### src/rtl/uart_rx_cfg.sv
// Parametrised UART receiver: 2-FF input sync, 3-sample mid-bit majority vote,
// configurable data width / parity / stop bits, with parity, framing and break flags.
module uart_rx_cfg #(
  parameter int unsigned CLKS_PER_BIT = 868,
  parameter int unsigned DATA_BITS    = 8,
  parameter int unsigned PARITY       = 0,
  parameter int unsigned STOP_BITS    = 1
) (
  input  logic                 i_clk,
  input  logic                 i_rst,
  input  logic                 i_rx,
  output logic                 o_rx_valid,
  output logic [DATA_BITS-1:0] o_rx_data,
  output logic                 o_parity_err,
  output logic                 o_frame_err,
  output logic                 o_break,
  output logic                 o_busy
);

  localparam logic [15:0] LastCnt   = 16'(CLKS_PER_BIT - 1);
  localparam logic [15:0] MidCnt    = 16'(CLKS_PER_BIT / 2);
  localparam logic [15:0] SmpFirst  = MidCnt - 16'd1;
  localparam logic [15:0] SmpLast   = MidCnt + 16'd1;
  localparam logic [3:0]  LastBit   = 4'(DATA_BITS - 1);
  localparam logic        LastStop  = 1'(STOP_BITS - 1);
  localparam logic        HasParity = (PARITY != 0);
  localparam logic        OddParity = (PARITY == 1);

  typedef enum logic [2:0] {
    StIdle,
    StStart,
    StData,
    StParity,
    StStop,
    StDone,
    StBrkWait
  } state_e;

  state_e               state_q, state_d;
  logic                 rx_meta_q, rx_s_q;
  logic [15:0]          cnt_q, cnt_d;
  logic [3:0]           bit_idx_q, bit_idx_d;
  logic                 stop_idx_q, stop_idx_d;
  logic                 smp0_q, smp0_d;
  logic                 smp1_q, smp1_d;
  logic [DATA_BITS-1:0] shreg_q, shreg_d;
  logic                 par_bit_q, par_bit_d;
  logic                 perr_acc_q, perr_acc_d;
  logic                 ferr_acc_q, ferr_acc_d;
  logic                 stop0_zero_q, stop0_zero_d;
  logic                 valid_q, valid_d;
  logic [DATA_BITS-1:0] data_q, data_d;
  logic                 perr_q, perr_d;
  logic                 ferr_q, ferr_d;
  logic                 brk_q, brk_d;

  logic        maj;
  logic        at_vote;
  logic        wrap;
  logic [15:0] cnt_inc;
  logic        ferr_now;
  logic        brk_now;

  // The third vote sample is the live synchronised value at cnt == M+1.
  assign maj      = (smp0_q & smp1_q) | (smp0_q & rx_s_q) | (smp1_q & rx_s_q);
  assign at_vote  = (cnt_q == SmpLast);
  assign wrap     = (cnt_q == LastCnt);
  assign cnt_inc  = wrap ? 16'd0 : cnt_q + 16'd1;
  assign ferr_now = ferr_acc_q | ~maj;
  assign brk_now  = (shreg_q == '0) && (!HasParity || !par_bit_q) &&
                    ((stop_idx_q == 1'b0) ? ~maj : stop0_zero_q);

  always_comb begin
    state_d      = state_q;
    cnt_d        = cnt_q;
    bit_idx_d    = bit_idx_q;
    stop_idx_d   = stop_idx_q;
    smp0_d       = smp0_q;
    smp1_d       = smp1_q;
    shreg_d      = shreg_q;
    par_bit_d    = par_bit_q;
    perr_acc_d   = perr_acc_q;
    ferr_acc_d   = ferr_acc_q;
    stop0_zero_d = stop0_zero_q;
    valid_d      = 1'b0;
    data_d       = data_q;
    perr_d       = perr_q;
    ferr_d       = ferr_q;
    brk_d        = brk_q;

    if (cnt_q == SmpFirst) smp0_d = rx_s_q;
    if (cnt_q == MidCnt)   smp1_d = rx_s_q;

    unique case (state_q)
      StIdle: begin
        cnt_d        = 16'd0;
        bit_idx_d    = 4'd0;
        stop_idx_d   = 1'b0;
        perr_acc_d   = 1'b0;
        ferr_acc_d   = 1'b0;
        stop0_zero_d = 1'b0;
        if (!rx_s_q) state_d = StStart;
      end
      StStart: begin
        cnt_d = cnt_inc;
        if (at_vote && maj) begin
          state_d = StIdle;
          cnt_d   = 16'd0;
        end else if (wrap) begin
          state_d   = StData;
          bit_idx_d = 4'd0;
        end
      end
      StData: begin
        cnt_d = cnt_inc;
        if (at_vote) shreg_d = {maj, shreg_q[DATA_BITS-1:1]};
        if (wrap) begin
          if (bit_idx_q == LastBit) begin
            state_d = HasParity ? StParity : StStop;
          end else begin
            bit_idx_d = bit_idx_q + 4'd1;
          end
        end
      end
      StParity: begin
        cnt_d = cnt_inc;
        if (at_vote) begin
          par_bit_d  = maj;
          perr_acc_d = ((^shreg_q) ^ maj) != OddParity;
        end
        if (wrap) state_d = StStop;
      end
      StStop: begin
        cnt_d = cnt_inc;
        if (at_vote) begin
          if (stop_idx_q == 1'b0) stop0_zero_d = ~maj;
          ferr_acc_d = ferr_now;
          // Leave half a bit early on the last stop bit so back-to-back frames resync.
          if (stop_idx_q == LastStop) begin
            state_d = StDone;
            cnt_d   = 16'd0;
            valid_d = 1'b1;
            data_d  = shreg_q;
            perr_d  = HasParity & perr_acc_q;
            ferr_d  = ferr_now;
            brk_d   = brk_now;
          end
        end else if (wrap) begin
          stop_idx_d = stop_idx_q + 1'b1;
        end
      end
      StDone: begin
        cnt_d   = 16'd0;
        state_d = brk_q ? StBrkWait : StIdle;
      end
      StBrkWait: begin
        cnt_d = 16'd0;
        if (rx_s_q) state_d = StIdle;
      end
      default: begin
        state_d = StIdle;
        cnt_d   = 16'd0;
      end
    endcase
  end

  always_ff @(posedge i_clk or posedge i_rst) begin
    if (i_rst) begin
      rx_meta_q    <= 1'b1;
      rx_s_q       <= 1'b1;
      state_q      <= StIdle;
      cnt_q        <= 16'd0;
      bit_idx_q    <= 4'd0;
      stop_idx_q   <= 1'b0;
      smp0_q       <= 1'b0;
      smp1_q       <= 1'b0;
      shreg_q      <= '0;
      par_bit_q    <= 1'b0;
      perr_acc_q   <= 1'b0;
      ferr_acc_q   <= 1'b0;
      stop0_zero_q <= 1'b0;
      valid_q      <= 1'b0;
      data_q       <= '0;
      perr_q       <= 1'b0;
      ferr_q       <= 1'b0;
      brk_q        <= 1'b0;
    end else begin
      rx_meta_q    <= i_rx;
      rx_s_q       <= rx_meta_q;
      state_q      <= state_d;
      cnt_q        <= cnt_d;
      bit_idx_q    <= bit_idx_d;
      stop_idx_q   <= stop_idx_d;
      smp0_q       <= smp0_d;
      smp1_q       <= smp1_d;
      shreg_q      <= shreg_d;
      par_bit_q    <= par_bit_d;
      perr_acc_q   <= perr_acc_d;
      ferr_acc_q   <= ferr_acc_d;
      stop0_zero_q <= stop0_zero_d;
      valid_q      <= valid_d;
      data_q       <= data_d;
      perr_q       <= perr_d;
      ferr_q       <= ferr_d;
      brk_q        <= brk_d;
    end
  end

  assign o_rx_valid   = valid_q;
  assign o_rx_data    = data_q;
  assign o_parity_err = perr_q;
  assign o_frame_err  = ferr_q;
  assign o_break      = brk_q;
  assign o_busy       = (state_q != StIdle);

endmodule

### config.mk
export PLATFORM = sky130hd
export DESIGN_NAME = uart_rx_cfg
export DESIGN_NICKNAME = d
export VERILOG_FILES = /design/src/rtl/uart_rx_cfg.sv
export SDC_FILE = /design/constraint.sdc
export NUM_CORES = 1
export LEC_CHECK = 0
export BUFFER_PORTS_ARGS = -buffer_cell sky130_fd_sc_hd__buf_2
export CAP_MARGIN = 5
export CORE_MARGIN = 2
export CORE_UTILIZATION = 45
export DETAILED_ROUTE_END_ITERATION = 16
export GPL_TIMING_DRIVEN = 0
export PLACE_DENSITY = 0.67
export SKIP_CTS_REPAIR_TIMING = 1
export SLEW_MARGIN = 20
export SYNTH_ARGS = -nofsm -noshare
export SYNTH_HDL_FRONTEND = slang
export SYNTH_SLANG_ARGS = --single-unit
export TNS_END_PERCENT = 50
### constraint.sdc
create_clock -name i_clk -period 4.3 [get_ports i_clk]
set_input_delay 0.215 -clock i_clk [delete_from_list [all_inputs] [get_ports i_clk]]
set_output_delay 0.215 -clock i_clk [all_outputs]
set_load 0.005 [all_outputs]
==> results.cfg <==
[floorplanning]
start_util_pct = 47.5
pin_count = 16
dieArea_um2 = 6110
rows = 26
die_y_um = 78.1
die_w_um = 78.1
core_um2 = 5200

[flow_run]
max_cap_viol_count = 0

[power_and_ir_drop]
total_power_mw = 0.774
netSwitchingPower_mw = 0.185
leakage_nw = 1.25
p_per_area_nw_per_um2 = 280
clockPowerShare_pct = 38.2
power.internal_mw = 0.589
switching_share_pct = 24.0
p_seq_share_pct = 59.7
peakVddDrop_mv = 0.230
combPwrFrac_pct = 2.1

[timing]
clock.fmax_ghz = 0.385
finalCritPeriodShare_pct = 60.4
min_period_ps = 2600
worst_slack_ps = 1700
rsz0062_at_grt = false
fin_setup_tns_ps = 0
worst_pin_slew_ps = 702
max-slew-margin-rel_pct = 53.1
finClkSkew_ps = 8.89
hold_violations = 0
setup_viol_count_final = 0
drv_slew = 0

[layout]
drive_above_1_share_pct = 21.9
layout.nets = 271
multi_input_area_um2 = 1150
utilization_pct = 53.2
regArea_um2 = 1230
num_antenna_cells = 0
n_fill_cell = 482
final_common_cell = dfrtp_1
area_growth_pct = 11.9
final_cell_mix = dfrtp_1 (47), nor2_1 (32), mux2_2 (21), buf_2 (15)
stdcell_count = 335

[logic_synthesis]
seq_area_frac_synth_pct = 49.7
synth_cell_types = 47
synth_edf_count = 0
ys_ff_latch = 49
syn_area_per_cell_um2 = 10.3
synthCells = 240
syn-num-nets = 247
syn_area_um2 = 2470
ys.flop_type = dfrtp_1
synth_area_leader_cell = dfrtp_1
netlist_top_cells_area = dfrtp_1 (48%), mux2_2 (9.6%), nor2_1 (4.9%)
synthDominantCellAreaShare_pct = 47.5
async_flop_share_pct = 100
yosys_warnings = 0

[setup_path]
reg2reg_slack_ps = 1700
crit_buf_inv = 1
cp_slowest_cell = or3b_2
cp_top_family = simple AND/OR/NAND/NOR gates
worstPathRequired_ps = 4480
worstPathMaxFanout = 10
cp-start-kind = flop
cp.arrival_ps = 2780
regToRegStartpoint = cnt_q[0]
path_cells = ha_1 -> nor4bb_1 -> nand4_1 -> or3b_2 -> a2bb2oi_2 -> buf_4 -> nor3_1
critPathMaxStageDelay_ps = 530
cp-end-kind = flop
r2r-end = cnt_q[1]
path_class = flop to flop
r2r_cells = 7

[min_path]
worst_hold_path.endpoint = rx_s_q
hold_class = flop to flop
hold_path_depth = 0
hold_start = rx_meta_q

[clock_tree]
root_buffer = clkbuf_8
clock_path_buffers = 2
cts_tree = yes
clkTransAtPathRegs_ps = 100
clock_latency_ps = 310
htree_levels = 2
cts_num_sinks = 49
cts-buffers-inserted = 5

[drt]
drcViolationCount = 0
drt_pass1_iterations = 4
detail_route.iter0.violations = 141
drt-total-wl_um = 4820
vias = 1832
wl_per_cell_um = 14.4
ant_nets = 0
routed_via_density = 5.47

[place]
place_inst = 325
pre_cts_slack_ps = 1740
hpwlAfterDp_um = 3430
portBuffers = 14
globalplace.congestion = 0.824

[global_routing]
grt_antenna_before_repair = 0
grt_max_degree = 29
overflow = 0
globalRouteTotalUtil_pct = 17.0
grt_pass1_vias = 1736
grt_pass1_wl_um = 8340

[status]
status = finished, final reports clean
==> cells by family after synthesis <==
group / count (synthesis) / share of synthesized area, %
buf+inv: 22 / 3.69
other cells: 1 / 0.152
xor+xnor: 14 / 4.96
simple gates: 103 / 21.9
fa+ha+maj: 5 / 2.43
compound gates: 25 / 7.64
mux: 21 / 9.56
flops: 49 / 49.7
==> synthesized netlist by cell type, drive strengths merged (2+ instances only) <==
library cell	instances
dfstp	2
a211oi	2
dfrtp	47
nand3	13
o21ai	7
xor2	4
a2bb2oi	2
ha	4
and3	3
nand2b	2
nor4	7
or2	2
nand2	13
mux2	21
clkbuf	7
nor2	32
o41ai	2
buf	3
o31ai	2
a21oi	3
or4	4
nor3	11
and4	2
nand4	6
xnor2	10
inv	12
==> metal layers <==
metal	GRT usage [%]	up-vias	wire length, um
met5	0	-	0
met4	3.86	0	34
met3	3.68	4	189
met2	27.3	39	2250
met1	23.8	886	2340
li1	-	903	-
==> worst max path at each step <==
stage               cells after the start  slack, ps           end      start
global route                            5       1630  o_rx_data[4]  cnt_q[12]
floorplan                               7       2180      cnt_q[1]   cnt_q[0]
global placement                        7       1780      cnt_q[1]   cnt_q[0]
CTS                                     7       1700      cnt_q[1]   cnt_q[0]
finish                                  7       1700      cnt_q[1]   cnt_q[0]
detailed placement                      7       1740      cnt_q[1]   cnt_q[0]
==> worst register-to-register path, stage by stage (launching register included) <==
cell and delay (ps):
dfrtp_1 450, ha_1 350, nor4bb_1 270, nand4_1 200, or3b_2 530, a2bb2oi_2 360, buf_4 260, nor3_1 60
==> cell type report <==
type / instances / area share (%)
Buffer: 10 / 1.67
Sequential cell: 49 / 44.4
Timing Repair Buffer: 17 / 3.98
Tap cell: 70 / 3.16
Clock buffer: 5 / 2.49
Multi-Input combinational cell: 169 / 41.7
Clock inverter: 3 / 1.04
Inverter: 12 / 1.63
==> metrics by stage <==
stage	cell area, um2	hold WS [ps]
CTS	2750	-78.2
finish	2770	351
global route	2770	359
floorplan	2470	219
global placement	2630	319
detailed placement	2650	267
==> power by group through the flow <==
stage          clock network [mW]  logic (mW)  registers, mW
6_report                    0.296      0.0160          0.462
5_1_grt                     0.325      0.0189          0.463
4_1_cts                     0.305      0.0157          0.462
3_5_place_dp                    0      0.0156          0.471
3_3_place_gp                    0      0.0129          0.471
2_1_floorplan                   0     0.00914          0.471
==> state kept, by name (all words and copies together), names as in the netlist, 3 cells and up <==
| register | flops |
|---|---|
| bit_idx_q | 4 |
| cnt_q | 16 |
| o_rx_data | 8 |
| shreg_q | 8 |
| state_q | 3 |
Note: power is estimated with default switching activity, not from simulation.
